## config.mk

```make
export PLATFORM = sky130hd
export DESIGN_NAME = mem_stage
export DESIGN_NICKNAME = d
export VERILOG_FILES = /design/src/rtl/mem_stage_pkg.sv /design/src/rtl/mem_stage_load_extend.sv /design/src/rtl/mem_stage.sv
export SDC_FILE = /design/constraint.sdc
export NUM_CORES = 1
export LEC_CHECK = 0
export BUFFER_PORTS_ARGS = -buffer_cell sky130_fd_sc_hd__buf_2
export CAP_MARGIN = 25
export CORE_UTILIZATION = 40
export CTS_CLUSTER_SIZE = 12
export DETAILED_ROUTE_END_ITERATION = 10
export PLACE_DENSITY = 0.75
export SYNTH_ARGS = -nofsm -noshare
export SYNTH_HDL_FRONTEND = slang
export SYNTH_SLANG_ARGS = --single-unit
```

## constraint.sdc

```tcl
create_clock -name clk -period 2 [get_ports clk]
set_clock_uncertainty 0.15 [all_clocks]
set_input_delay 0.1 -clock clk [delete_from_list [all_inputs] [get_ports clk]]
set_output_delay 0.1 -clock clk [all_outputs]
set_load 0.02 [all_outputs]
```

## src/rtl/mem_stage_pkg.sv

```systemverilog
// mem_stage_pkg: shared definitions for the memory-access stage.
//   - default datapath / register-index widths
//   - one-hot load_op bit positions (LD_W..LD_BU)
//   - writeback bus field widths
//   - read-data capture state encoding
package mem_stage_pkg;

  localparam int XLEN_DEF  = 32;
  localparam int RAW_DEF   = 5;
  localparam int LOAD_OP_W = 5;

  // one-hot load_op bit positions
  localparam int LD_W  = 4;
  localparam int LD_H  = 3;
  localparam int LD_HU = 2;
  localparam int LD_B  = 1;
  localparam int LD_BU = 0;

  // writeback bus fields: pc, gr_we, dest, result
  localparam int WB_PC_W     = XLEN_DEF;
  localparam int WB_GR_WE_W  = 1;
  localparam int WB_DEST_W   = RAW_DEF;
  localparam int WB_RESULT_W = XLEN_DEF;
  localparam int WB_BUS_W    = WB_PC_W + WB_GR_WE_W + WB_DEST_W + WB_RESULT_W;

  typedef enum logic {
    RD_DIRECT = 1'b0,
    RD_HELD   = 1'b1
  } rd_state_e;

endpackage

```

## src/rtl/mem_stage_load_extend.sv

```systemverilog
// load_extend: combinational load byte/halfword selection and extension.
// Ports:
//   rdata     in  XLEN       raw word read from the data SRAM
//   off       in  2          byte offset within the word (address[1:0])
//   load_op   in  LOAD_OP_W  one-hot load type
//   load_data out XLEN       extracted and extended load value
// Misaligned halfwords (off[0]=1) select a half by off[1] alone; no fault.
module load_extend
  import mem_stage_pkg::*;
#(
  parameter int XLEN = XLEN_DEF
) (
  input  logic [XLEN-1:0]      rdata,
  input  logic [1:0]           off,
  input  logic [LOAD_OP_W-1:0] load_op,
  output logic [XLEN-1:0]      load_data
);

  logic [7:0]  byte_sel;
  logic [15:0] half_sel;

  always_comb begin
    case (off)
      2'd0:    byte_sel = rdata[7:0];
      2'd1:    byte_sel = rdata[15:8];
      2'd2:    byte_sel = rdata[23:16];
      default: byte_sel = rdata[31:24];
    endcase
    half_sel = off[1] ? rdata[31:16] : rdata[15:0];
  end

  always_comb begin
    load_data = rdata;
    if (load_op[LD_B])
      load_data = {{(XLEN-8){byte_sel[7]}}, byte_sel};
    else if (load_op[LD_BU])
      load_data = {{(XLEN-8){1'b0}}, byte_sel};
    else if (load_op[LD_H])
      load_data = {{(XLEN-16){half_sel[15]}}, half_sel};
    else if (load_op[LD_HU])
      load_data = {{(XLEN-16){1'b0}}, half_sel};
  end

endmodule

```

## src/rtl/mem_stage.sv

```systemverilog
// mem_stage: memory-access pipeline stage between execute and writeback.
// Latches execute-stage fields, takes synchronous SRAM read data one cycle
// after the request, extracts/extends load data and drives the writeback
// and forwarding buses under the valid/allowin handshake.
// Ports:
//   clk, resetn (synchronous, active-low)
//   in_valid / mem_allowin            upstream handshake
//   in_pc, in_gr_we, in_dest, in_exe_result, in_store, in_load_op,
//   in_rfrom_mem                      execute-stage fields
//   data_sram_rdata                   SRAM read data
//   wb_allowin / mem_to_wb_valid      downstream handshake
//   wb_pc, wb_gr_we, wb_dest, wb_result   writeback bus
//   fwd_dest, fwd_result              forwarding bus to decode
// Build option MEM_ALIGN_CHECK_EN: adds input in_store_w and output mem_ale
// flagging misaligned word/halfword accesses and suppressing the write.
//
// Read-data capture FSM:
//   state     | meaning
//   RD_DIRECT | live data_sram_rdata is valid for the resident instruction
//   RD_HELD   | load data was captured in rdata_buf during a stall
module mem_stage
  import mem_stage_pkg::*;
#(
  parameter int XLEN = XLEN_DEF,
  parameter int RAW  = RAW_DEF
) (
  input  logic                 clk,
  input  logic                 resetn,
  input  logic                 in_valid,
  output logic                 mem_allowin,
  input  logic [XLEN-1:0]      in_pc,
  input  logic                 in_gr_we,
  input  logic [RAW-1:0]       in_dest,
  input  logic [XLEN-1:0]      in_exe_result,
  input  logic                 in_store,
  input  logic [LOAD_OP_W-1:0] in_load_op,
  input  logic                 in_rfrom_mem,
`ifdef MEM_ALIGN_CHECK_EN
  input  logic                 in_store_w,
  output logic                 mem_ale,
`endif
  input  logic [XLEN-1:0]      data_sram_rdata,
  input  logic                 wb_allowin,
  output logic                 mem_to_wb_valid,
  output logic [XLEN-1:0]      wb_pc,
  output logic                 wb_gr_we,
  output logic [RAW-1:0]       wb_dest,
  output logic [XLEN-1:0]      wb_result,
  output logic [RAW-1:0]       fwd_dest,
  output logic [XLEN-1:0]      fwd_result
);

  logic                 valid;
  logic [XLEN-1:0]      pc;
  logic                 gr_we;
  logic [RAW-1:0]       dest;
  logic [XLEN-1:0]      exe_result;
  logic [LOAD_OP_W-1:0] load_op;
  logic                 rfrom_mem;
  logic [XLEN-1:0]      rdata_buf;
  rd_state_e            rd_state, rd_state_nxt;

  logic                 accept;
  logic                 capture;
  logic [XLEN-1:0]      rdata_eff;
  logic [XLEN-1:0]      load_data;
  logic                 ale;
  logic                 write_ok;

  assign mem_allowin     = !valid || wb_allowin;
  assign accept          = in_valid && mem_allowin;
  assign mem_to_wb_valid = valid;

  // Upstream keeps re-issuing the read while stalled, so the live data is
  // trusted only in the first resident cycle; a stall captures it.
  always_comb begin
    rd_state_nxt = rd_state;
    if (accept)
      rd_state_nxt = RD_DIRECT;
    else if (valid && rfrom_mem && rd_state == RD_DIRECT && !wb_allowin)
      rd_state_nxt = RD_HELD;
  end

  assign capture = (rd_state == RD_DIRECT) && (rd_state_nxt == RD_HELD);

  always_ff @(posedge clk) begin
    if (!resetn) rd_state <= RD_DIRECT;
    else         rd_state <= rd_state_nxt;
  end

  always_ff @(posedge clk) begin
    if (!resetn) begin
      valid      <= 1'b0;
      pc         <= '0;
      gr_we      <= 1'b0;
      dest       <= '0;
      exe_result <= '0;
      load_op    <= '0;
      rfrom_mem  <= 1'b0;
      rdata_buf  <= '0;
    end else begin
      if (mem_allowin) valid <= in_valid;
      if (accept) begin
        pc         <= in_pc;
        gr_we      <= in_gr_we;
        dest       <= in_dest;
        exe_result <= in_exe_result;
        load_op    <= in_load_op;
        rfrom_mem  <= in_rfrom_mem;
      end
      if (capture) rdata_buf <= data_sram_rdata;
    end
  end

`ifdef MEM_ALIGN_CHECK_EN
  logic store_word;

  always_ff @(posedge clk) begin
    if (!resetn)     store_word <= 1'b0;
    else if (accept) store_word <= in_store && in_store_w;
  end

  assign ale = valid &&
               (((load_op[LD_W] || store_word) && (exe_result[1:0] != 2'd0)) ||
                ((load_op[LD_H] || load_op[LD_HU]) && exe_result[0]));
  assign mem_ale = ale;
`else
  logic unused_store;
  assign unused_store = in_store;
  assign ale = 1'b0;
`endif

  assign rdata_eff = (rd_state == RD_HELD) ? rdata_buf : data_sram_rdata;

  load_extend #(.XLEN(XLEN)) u_load_extend (
    .rdata     (rdata_eff),
    .off       (exe_result[1:0]),
    .load_op   (load_op),
    .load_data (load_data)
  );

  assign write_ok   = valid && gr_we && !ale;
  assign wb_pc      = pc;
  assign wb_gr_we   = write_ok;
  assign wb_dest    = dest;
  assign wb_result  = rfrom_mem ? load_data : exe_result;
  assign fwd_dest   = write_ok ? dest : '0;
  assign fwd_result = wb_result;

endmodule

```

* Yosys cells after proc, flatten, opt, wreduce, memory -nomap -nowiden
Cells that the tools add are included.
Operators by class: equality and inequality tests 2, muxes and demuxes 11, bitwise operators 1, reductions and logical operators 10
Operators by type and width (count):
- $mux W32 | 6
- $pmux W8 S3 | 1
- $mux W16 | 1
- $logic_and A1 B1 Y1 | 6
- $mux W5 | 1
- $eq A2 B1 Y1 const B | 1
- $eq A2 B2 Y1 const B | 1
- $logic_not A1 Y1 | 2
- $logic_not A2 Y1 | 1
- $mux W1 | 2
- $logic_or A1 B1 Y1 | 1
- $not A1 Y1 | 1
Word-level totals: flip-flop bits (word level) 109, bits of input ports 113, logic and storage cells 33

* Longest topological paths before layout
Gate-level depths: netlist of the first run.
depth after elaboration 7, mapped depth 9

* By module
A second synthesis of the first run with hierarchy kept.
Second synthesis, totals: cell total of the unflattened synthesis 715, area, all modules 5987.0 um^2
Modules (own cells, without submodules):
- mem_stage | instances 1, cells each 591, area each 5273.8 um^2, sequential area each 2202.1 um^2
- load_extend | instances 1, cells each 124, area each 713.2 um^2, sequential area each 0.0 um^2

* Worst setup path after synthesis of the first run
Ideal clock, no wire load.
path kind reg2out, start register rd_state, end output wb_result[12], arrival time 2.026 ns, data required time 1.750 ns, path slack -0.276 ns, cell stages (with the launch flop) 8, buffers on the path 3, cell sequence dfxtp_1 -> buf_6 -> buf_2 -> mux2_2 -> mux4_2 -> nand2_1 -> a31oi_1 -> buf_4
Between the ends: longest elaborated chain between the ends 7
RTL lines:
- start: declaration | line mem_stage.sv:61 | rd_state_e rd_state, rd_state_nxt;
- start signal: assignment | line mem_stage.sv:88 | else rd_state <= rd_state_nxt;
- $mux W32 (*) | line mem_stage.sv:133 | assign rdata_eff = (rd_state == RD_HELD) ? rdata_buf : data_sram_rdata;
- $mux W16 | line mem_stage_load_extend.sv:29 | half_sel = off[1] ? rdata[31:16] : rdata[15:0];
- $mux W32 | line mem_stage_load_extend.sv:40 | else if (load_op[LD_HU])
- $mux W32 | line mem_stage_load_extend.sv:38 | else if (load_op[LD_H])
- $mux W32 | line mem_stage_load_extend.sv:36 | else if (load_op[LD_BU])
- $mux W32 (*) | line mem_stage_load_extend.sv:34 | if (load_op[LD_B])
- $mux W32 (*) | line mem_stage.sv:146 | assign wb_result = rfrom_mem ? load_data : exe_result;
- end: declaration | line mem_stage.sv:48 | output logic [XLEN-1:0] wb_result,
Mark *: on every way between the ends. The rest lies on a longest branch, timed or not.

* Worst setup path after layout of the first run
start register rd_state, end output fwd_result[9]
Between the ends: longest elaborated chain between the ends 7
RTL lines:
- $mux W32 (*) | line mem_stage.sv:133
- $mux W16 | line mem_stage_load_extend.sv:29
- $mux W32 | line mem_stage_load_extend.sv:40
- $mux W32 | line mem_stage_load_extend.sv:38
- $mux W32 | line mem_stage_load_extend.sv:36
- $mux W32 (*) | line mem_stage_load_extend.sv:34
- $mux W32 (*) | line mem_stage.sv:146
- end: declaration | line mem_stage.sv:50 | output logic [XLEN-1:0] fwd_result
Marks and branches as above.

==> impl_metrics.ini, run 1 <==
[grt]
top_usage_layer = met2
gr-usage-all-layers = 0.267
antenna_found_initial = 2
met3_usage = 0.0752
grt_pass1_vias = 5954
use_met1 = 0.328
grt_pass1_wl_um = 30200
gr-total-overflow = 0
use_met2 = 0.439
grt_max_degree = 65

[route]
drt_pre_antenna_iters = 5
wirelength_um = 20000
via_per_inst = 5.13
drc = 0
wl_per_cell_um = 16.5
antenna_left = 0
drtIter0Drc = 393
num_vias = 6223

[timing]
max_freq_ghz = 0.414
rsz0062_at_grt = yes
tightest_slew_ns = 0.677
period_share = 1.21
slew_viol_final = 0
hold_viol = 0
finalCriticalPeriod_ns = 2.42
setup_viol = 64
slew-limit-headroom = 0.548
setup_slack_ns = -0.416

[clock_network]
numCtsBuffers = 9
cts_max_level = 3
tritoncts = built
clock_sinks = 109
path_clk_slew_ns = 0.07
clock_latency_ns = 0.35
cts-root-buf = clkbuf_16
cts.path.max_buffers = 2

[worst_setup_path]
critPathMaxFanout = 6
critPathArrivalTime_ns = 2.17
path_depth = 6
rr_startpoint = rd_state
worstSetupEndpointType = primary output
cp_slowest_stage_delay_ns = 0.52
path_buf_inv = 2
start_kind = register
worstPathCellList = buf_8 > mux2_4 > mux4_2 > nand2_4 > a31oi_4 > buf_6
crit_type = reg -> out
r2r_setup_slack_ns = 0.15
reg2reg_depth = 4
r2r-end = rdata_buf[2]
crit_family = multiplexers
cpMaxStageDelayCell = mux4_2
crit_required_ns = 1.75

[outcome]
violations = setup timing
status = finished, violations left

[floorplanning]
die_x_um = 121
rows = 43
design.portCount = 222
coreArea_um2 = 13900
dieHeight_um = 121
initial_core_util = 0.409
die_area_um2 = 14700

[synth]
syn_inst = 710
synth_nets = 823
synth_ff_type = dfxtp_1
yosys_register_bits = 109
synthDistinctLibCells = 40
synth_warnings = 0
avgSynthCellArea_um2 = 8.00
ys_seq_area_frac = 0.384
syn_area_um2 = 5680
synth_edf_count = 0
async_reset_ff_frac = 0

[hold_path]
min_to = rdata_buf[15]
hp-class = in -> reg
hold_path_depth = 4
hold_path_startpoint = data_sram_rdata[15]

[placed_design]
place_ws_ns = -0.251
gp_congestion = 0.920
dpl.cell_count = 1077
dp_hpwl_um = 12900
port_buffers = 219

[flow_run]
drv_cap = 0

[finish]
ff_latch_area_um2 = 2190
nFillCells = 1103
drive_gt1_frac = 0.363
nets = 1139
area_growth_pct = 58.7
multiInputGateArea_um2 = 3340
stdcell_count = 1213

[pwr]
p_leak_nw = 3.88
ir_drop_mv = 0.468
power_density_nw_per_um2 = 626
registers in the layout (all words and copies together), names as in the netlist:
| signal | cells |
|---|---|
| exe_result | 32 |
| rdata_buf | 32 |
| wb_pc | 32 |
| wb_dest | 5 |
| load_op | 4 |
| gr_we | 1 |
| mem_to_wb_valid | 1 |
| rd_state | 1 |
| rfrom_mem | 1 |
placed cells by master, fill, tap and decap left out, types with 4 or more instances in the layout:
master           n
a21boi_0       109
a31oi_4          5
and3_1           6
buf_12          10
buf_2          193
buf_4           56
buf_6           22
clkbuf_16        9
dfxtp_1        105
dlygate4sd3_1  109
inv_1            5
mux2_2           4
mux2_4           4
mux2i_1         22
mux2i_2          5
mux4_2           7
nand2_1        234
nand3_1          6
nor2_1          30
nor2b_1          6
o21ai_0          5
o22a_2          10
o22a_4          10
timing repair:
item	4_1_cts	5_1_grt
pin swaps	9	10
setup buffers	7	2
hold buffers	109	0
gates resized for setup	37	50
setup endpoints to repair	64	64
endpoints found under the hold margin	108	0
cells by family (layout without fill, tap and decap cells):
kind of cell | Yosys count | in the layout | share of synthesized area
AO/OA/AOI/OAI | 164 | 164 | 0.221
buffers and inverters | 92 | 413 | 0.0870
flip-flops | 109 | 109 | 0.384
multiplexers | 45 | 45 | 0.0965
other | 0 | 2 | 0
AND/OR/NAND/NOR | 300 | 300 | 0.211
cell usage after synthesis (2+ instances only):
| cell | number | area share |
|---|---|---|
| a211oi_1 | 3 | 0.0040 |
| a21boi_0 | 109 | 0.14 |
| a21oi_1 | 2 | 0.0018 |
| a221oi_1 | 3 | 0.0046 |
| a22o_1 | 2 | 0.0031 |
| a311oi_1 | 2 | 0.0031 |
| a31oi_1 | 8 | 0.0088 |
| and2_1 | 3 | 0.0033 |
| and3_1 | 7 | 0.0077 |
| buf_1 | 7 | 0.0046 |
| buf_2 | 5 | 0.0044 |
| buf_4 | 34 | 0.045 |
| buf_6 | 2 | 0.0040 |
| clkbuf_1 | 39 | 0.026 |
| dfxtp_1 | 109 | 0.38 |
| inv_1 | 5 | 0.0033 |
| mux2_2 | 8 | 0.016 |
| mux2i_1 | 30 | 0.053 |
| mux4_2 | 7 | 0.028 |
| nand2_1 | 237 | 0.16 |
| nand3_1 | 7 | 0.0062 |
| nand4_1 | 2 | 0.0022 |
| nor2_1 | 31 | 0.020 |
| nor2b_1 | 6 | 0.0066 |
| o21ai_0 | 7 | 0.0062 |
| o22a_1 | 12 | 0.019 |
| o22a_2 | 8 | 0.014 |
| o22ai_1 | 2 | 0.0022 |
| or2_2 | 2 | 0.0022 |
power breakdown:
part           total, W  internal (W)  switching [W]
Combinational   0.00159      0.000763       0.000831
Sequential      0.00233       0.00227      0.0000609
Clock           0.00172      0.000913       0.000806
worst reg2reg max path, stage by stage, from the launching register on:
cell and delay [ns]:
dfxtp_4 0.41, buf_8 0.23, or2_2 0.60, nand2_1 0.20
a21boi_0 0.18
how the worst max path moves through the flow:
stage	from	end	slack, ns
5_1_grt	rd_state	fwd_result[17]	-0.48
2_1_floorplan	rd_state	wb_result[12]	-0.06
6_report	rd_state	fwd_result[9]	-0.42
3_3_place_gp	rd_state	fwd_result[17]	-0.19
3_5_place_dp	rd_state	fwd_result[17]	-0.25
4_1_cts	rd_state	fwd_result[9]	-0.41
per-layer routing:
layer	up-vias	part of all wire	wire, um
met5	-	0.00075	15
li1	2985	-	-
met3	48	0.072	1450
met2	274	0.49	9720
met4	2	0.030	595
met1	2914	0.41	8250
area by class of cell:
class                   instances  share of cell area
clock buffers                  13              0.0289
repair buffers                392               0.328
multi-input cells             509               0.370
well taps                     180              0.0250
diodes                          2            0.000555
inverters                       5             0.00208
clock inverters                 3             0.00222
flip-flops and latches        109               0.243
metrics by stage:
| step | area [um^2] | power (W) | hold slack (ns) | util | setup TNS [ns] |
|---|---|---|---|---|---|
| 5_1_grt | 9010 | 0.00588 | 0.0341 | 0.649 | -27.67 |
| 3_3_place_gp | 7250 | 0.00363 | 0.198 | 0.522 | -6.81 |
| 3_5_place_dp | 7250 | 0.00364 | 0.207 | 0.522 | -8.60 |
| 6_report | 9010 | 0.00564 | 0.0134 | 0.649 | -23.27 |
| 2_1_floorplan | 5950 | 0.00324 | 0.0889 | - | -1.11 |
| 4_1_cts | 8810 | 0.00559 | 0.000607 | 0.634 | -23.17 |
No activity file was read; power rests on OpenSTA's default activity.
==> inputs of run 2 (changes only) <==
--- a/config.mk
+++ b/config.mk
@@ -6,5 +6,5 @@
 export NUM_CORES = 1
 export LEC_CHECK = 0
-export BUFFER_PORTS_ARGS = -buffer_cell sky130_fd_sc_hd__buf_2
+export BUFFER_PORTS_ARGS = -buffer_cell sky130_fd_sc_hd__buf_4
 export CAP_MARGIN = 25
 export CORE_UTILIZATION = 40
==> constraint.sdc (replaced) <==
create_clock -name clk -period 2 [get_ports clk]
set_clock_uncertainty 0.15 [all_clocks]
set_input_delay 0.1 -clock clk [delete_from_list [all_inputs] [get_ports clk]]
set_output_delay 0.1 -clock clk [all_outputs]
set_load 0.01 [all_outputs]
==> impl_metrics.ini, run 2 (synthesis gave the netlist of run 1 again) <==
[finish]
area_growth_pct = 65.5
nets = 1131
nFillCells = 1125
ff_latch_area_um2 = 2190
final_common_cell = buf_4
num_antenna_cells = 0
multiInputGateArea_um2 = 3210
fin_util = 0.677
most-common-layout-cells = 239 x buf_4, 235 x nand2_1, 110 x dlygate4sd3_1, 109 x a21boi_0, 107 x dfxtp_1
drive_gt1_frac = 0.336

[worst_setup_path]
critPathMaxFanout = 16
cp_slowest_stage_delay_ns = 0.51
path_buf_inv = 3
critPathArrivalTime_ns = 2.16
crit_family = multiplexers
r2r_setup_slack_ns = 0.12
crit_type = reg -> out
cpMaxStageDelayCell = mux4_2
crit_required_ns = 1.75
worstSetupEndpointType = primary output
start_kind = register
worstPathCellList = buf_6 > mux4_2 > nand3_2 > o211ai_4 > buf_12 > o22a_2 > buf_4

[placed_design]
gp_congestion = 0.905
port_buffers = 219
dp_hpwl_um = 12800

[clock_network]
cts-root-buf = clkbuf_16
tritoncts = built
numCtsBuffers = 9
path_clk_slew_ns = 0.08
clock_sinks = 109
clock_latency_ns = 0.36
cts_max_level = 3
cts.path.max_buffers = 2

[grt]
gr-total-overflow = 0
antenna_found_initial = 0
grt_pass1_vias = 6145
grt_max_degree = 66
gr-usage-all-layers = 0.277
grt_pass1_wl_um = 31400

[timing]
slew-limit-headroom = 0.671
hold_viol = 0
max_freq_ghz = 0.414
period_share = 1.21
setup_viol = 64
whs_ns = 0.0868
finalCriticalPeriod_ns = 2.41
rsz0062_at_grt = yes
tightest_slew_ns = 0.489
slew_viol_final = 0
setup_slack_ns = -0.413

[floorplanning]
dieHeight_um = 121
coreArea_um2 = 13900
design.portCount = 222
initial_core_util = 0.409
die_area_um2 = 14700
rows = 43
die_x_um = 121

[route]
antenna_left = 0
drtIter0Drc = 418
via_per_inst = 5.07
drc = 0
wirelength_um = 20200
num_vias = 6100
wl_per_cell_um = 16.8
drt_pre_antenna_iters = 5

[outcome]
status = finished, violations left
violations = setup timing

[pwr]
p_leak_nw = 3.98
power_density_nw_per_um2 = 613
ir_drop_mv = 0.677

[hold_path]
hp-class = in -> reg

[flow_run]
drv_cap = 0
-- run 2: changes by cell type in the layout (fill, tap and decap cells not counted), sizes merged --
cell,before,now
clkinvlp,2,0
diode,2,0
bufbuf,0,1
inv,5,10
clkbuf,13,11
buf,283,271
bufinv,0,1
dlygate4sd3,109,110
-- run 2: layout make-up --
type / instances / share of cell area
Timing Repair Buffer: 384 / 0.366
Multi-Input combinational cell: 509 / 0.342
Sequential cell: 109 / 0.233
Clock buffer: 9 / 0.0240
Tap cell: 180 / 0.0240
Clock inverter: 7 / 0.00932
Inverter: 5 / 0.00200
-- run 2: layer usage --
layer	wire (um)	up-vias	global-route usage
li1	-	2973	-
met4	679	0	0.103
met5	0	-	0
met1	7920	2805	0.315
met3	1530	54	0.0705
met2	10100	268	0.495
-- run 2: report_power, final --
group / internal (W) / switching [W]
sequential: 0.00226 / 0.0000675
combinational: 0.000843 / 0.000686
clock: 0.00101 / 0.000891
-- run 2: final timing paths --
path	from	to	cells past startpoint
worst max-delay path	rd_state	fwd_result[26]	7
worst min-delay path	resetn	wb_pc[5]	2
worst max register to register	mem_to_wb_valid	rdata_buf[9]	5
worst min register to register	rdata_buf[26]	rdata_buf[26]	2
-- run 2: repair_timing --
action,4_1_cts,5_1_grt
hold buffers,110,0
setup endpoints to repair,64,77
pin swaps,10,5
hold endpoints to repair,109,0
setup buffers,5,2
cloned,1,2
gates resized for setup,44,13
-- run 2: per-stage QoR --
stage | setup TNS (ns) | power (W) | std cells | instance area [um^2] | setup WS, ns
finish | -23.13 | 0.00576 | 1203 | 9400 | -0.413
global route | -27.28 | 0.00602 | 1203 | 9400 | -0.473
CTS | -23.86 | 0.00576 | 1199 | 9280 | -0.426
detailed placement | -4.79 | 0.00360 | 1067 | 7590 | -0.129
global placement | -2.74 | 0.00359 | 1067 | 7590 | -0.106
floorplan | -0.431 | 0.00302 | 710 | 5740 | -0.0437
==> inputs of run 3 (changes only) <==
- BUFFER_PORTS_ARGS: -buffer_cell sky130_fd_sc_hd__buf_4 -> unset
- DONT_BUFFER_PORTS: unset -> 1
- PLACE_DENSITY: 0.75 -> 0.61
==> impl_metrics.ini, run 3 (synthesis gave the netlist of run 1 again) <==
[outcome]
status = finished, violations left
violations = setup timing

[floorplanning]
dieHeight_um = 121
initial_core_util = 0.409
design.portCount = 222
die_area_um2 = 14700
rows = 43
coreArea_um2 = 13900
die_x_um = 121

[worst_setup_path]
crit_type = reg -> out
cp_slowest_stage_delay_ns = 0.53
start_kind = register
cpMaxStageDelayCell = mux4_2
worstSetupEndpointType = primary output
crit_family = multiplexers
critPathMaxFanout = 6
critPathArrivalTime_ns = 2.13
crit_required_ns = 1.75
path_buf_inv = 2
worstPathCellList = buf_6 > buf_4 > mux2_4 > mux4_2 > nand2_4 > a31oi_4

[route]
drtIter0Drc = 273
num_vias = 5333
via_per_inst = 5.36
antenna_left = 0
drt_pre_antenna_iters = 5
wl_per_cell_um = 18.6
drc = 0
wirelength_um = 18500

[timing]
hold_viol = 0
setup_viol = 64
slew-limit-headroom = 0.578
max_freq_ghz = 0.419
setup_slack_ns = -0.384
whs_ns = 0.0212
slew_viol_final = 0
rsz0062_at_grt = yes
finalCriticalPeriod_ns = 2.38
period_share = 1.19
tightest_slew_ns = 0.632

[pwr]
p_total_w = 0.00519
p_leak_nw = 2.90
power_density_nw_per_um2 = 666
ir_drop_mv = 0.417

[clock_network]
cts_max_level = 3
tritoncts = built
cts-root-buf = clkbuf_16
numCtsBuffers = 9
clock_sinks = 109
cts.path.max_buffers = 2
clock_latency_ns = 0.36
path_clk_slew_ns = 0.08

[finish]
stdcell_count = 995
final_common_cell = nand2_1
nets = 923
most-common-layout-cells = 235 x nand2_1, 112 x dlygate4sd3_1, 109 x a21boi_0, 107 x dfxtp_1, 50 x buf_4
area_growth_pct = 37.2
num_antenna_cells = 0
stdcell_area_um2 = 7790
drive_gt1_frac = 0.184

[grt]
antenna_found_initial = 0
grt_max_degree = 109
grt_pass1_vias = 5404
grt_pass1_wl_um = 28500
gr-total-overflow = 0
gr-usage-all-layers = 0.254

[hold_path]
hp-class = in -> reg

[placed_design]
place_area_um2 = 5960
dpl.cell_count = 859
dp_hpwl_um = 12000
gp_congestion = 0.897
port_buffers = 0

[flow_run]
drv_cap = 0
run 3: stage by stage:
| stage | TNS, ns | utilization | setup slack, ns |
|---|---|---|---|
| floorplan | -0.431 | - | -0.0437 |
| global placement | -0.725 | 0.430 | -0.0641 |
| detailed placement | -1.94 | 0.430 | -0.0867 |
| CTS | -21.32 | 0.554 | -0.384 |
| global route | -24.49 | 0.561 | -0.454 |
| finish | -19.06 | 0.561 | -0.384 |
run 3: routing by layer:
layer | wire length, um | vias to the layer above | share of wire | GRT usage
met3 | 1170 | 22 | 0.063 | 0.0667
li1 | - | 2553 | - | -
met1 | 7830 | 2556 | 0.42 | 0.299
met4 | 366 | 0 | 0.020 | 0.0833
met5 | 0 | - | 0 | 0
met2 | 9130 | 202 | 0.49 | 0.445
run 3: path summary, 6_finish.rpt:
kind	slack, ns	depth (start not counted)	startpoint	end
setup / recovery	-0.38	6	rd_state	fwd_result[13]
hold / removal	0.02	2	resetn	wb_pc[14]
setup reg to reg	0.11	6	rd_state	rdata_buf[27]
hold reg to reg	0.32	2	exe_result[25]	exe_result[25]
run 3: area by class of cell:
| cell class | instances | area, um^2 |
|---|---|---|
| multi-input combinational | 509 | 3320 |
| clock inverter | 6 | 65.1 |
| fill | 1239 | 6090 |
| tap | 180 | 225 |
| timing repair buffer | 176 | 1740 |
| sequential | 109 | 2190 |
| clock buffer | 10 | 229 |
| inverter | 5 | 18.8 |
run 3: report_power, final:
group | switching [W] | internal, W | total (W)
logic | 0.000545 | 0.000507 | 0.00105
registers | 0.0000928 | 0.00226 | 0.00236
clock network | 0.000896 | 0.000885 | 0.00178
run 3: worst register-to-register path: stages, from the launching register on:
cell and delay (ns):
dfxtp_4 0.39, buf_6 0.14, buf_4 0.16, nor2_2 0.22, nand2_1 0.08, dlygate4sd3_1 0.55
a21boi_0 0.14
run 3: timing repair:
action / in CTS / in global routing
hold endpoints to repair: 109 / 0
gates resized for setup: 49 / 26
endpoints found under the setup margin: 64 / 64
hold buffers: 113 / 0
gates cloned: 1 / 0
pin swaps: 12 / 15
buffers inserted: 2 / 5
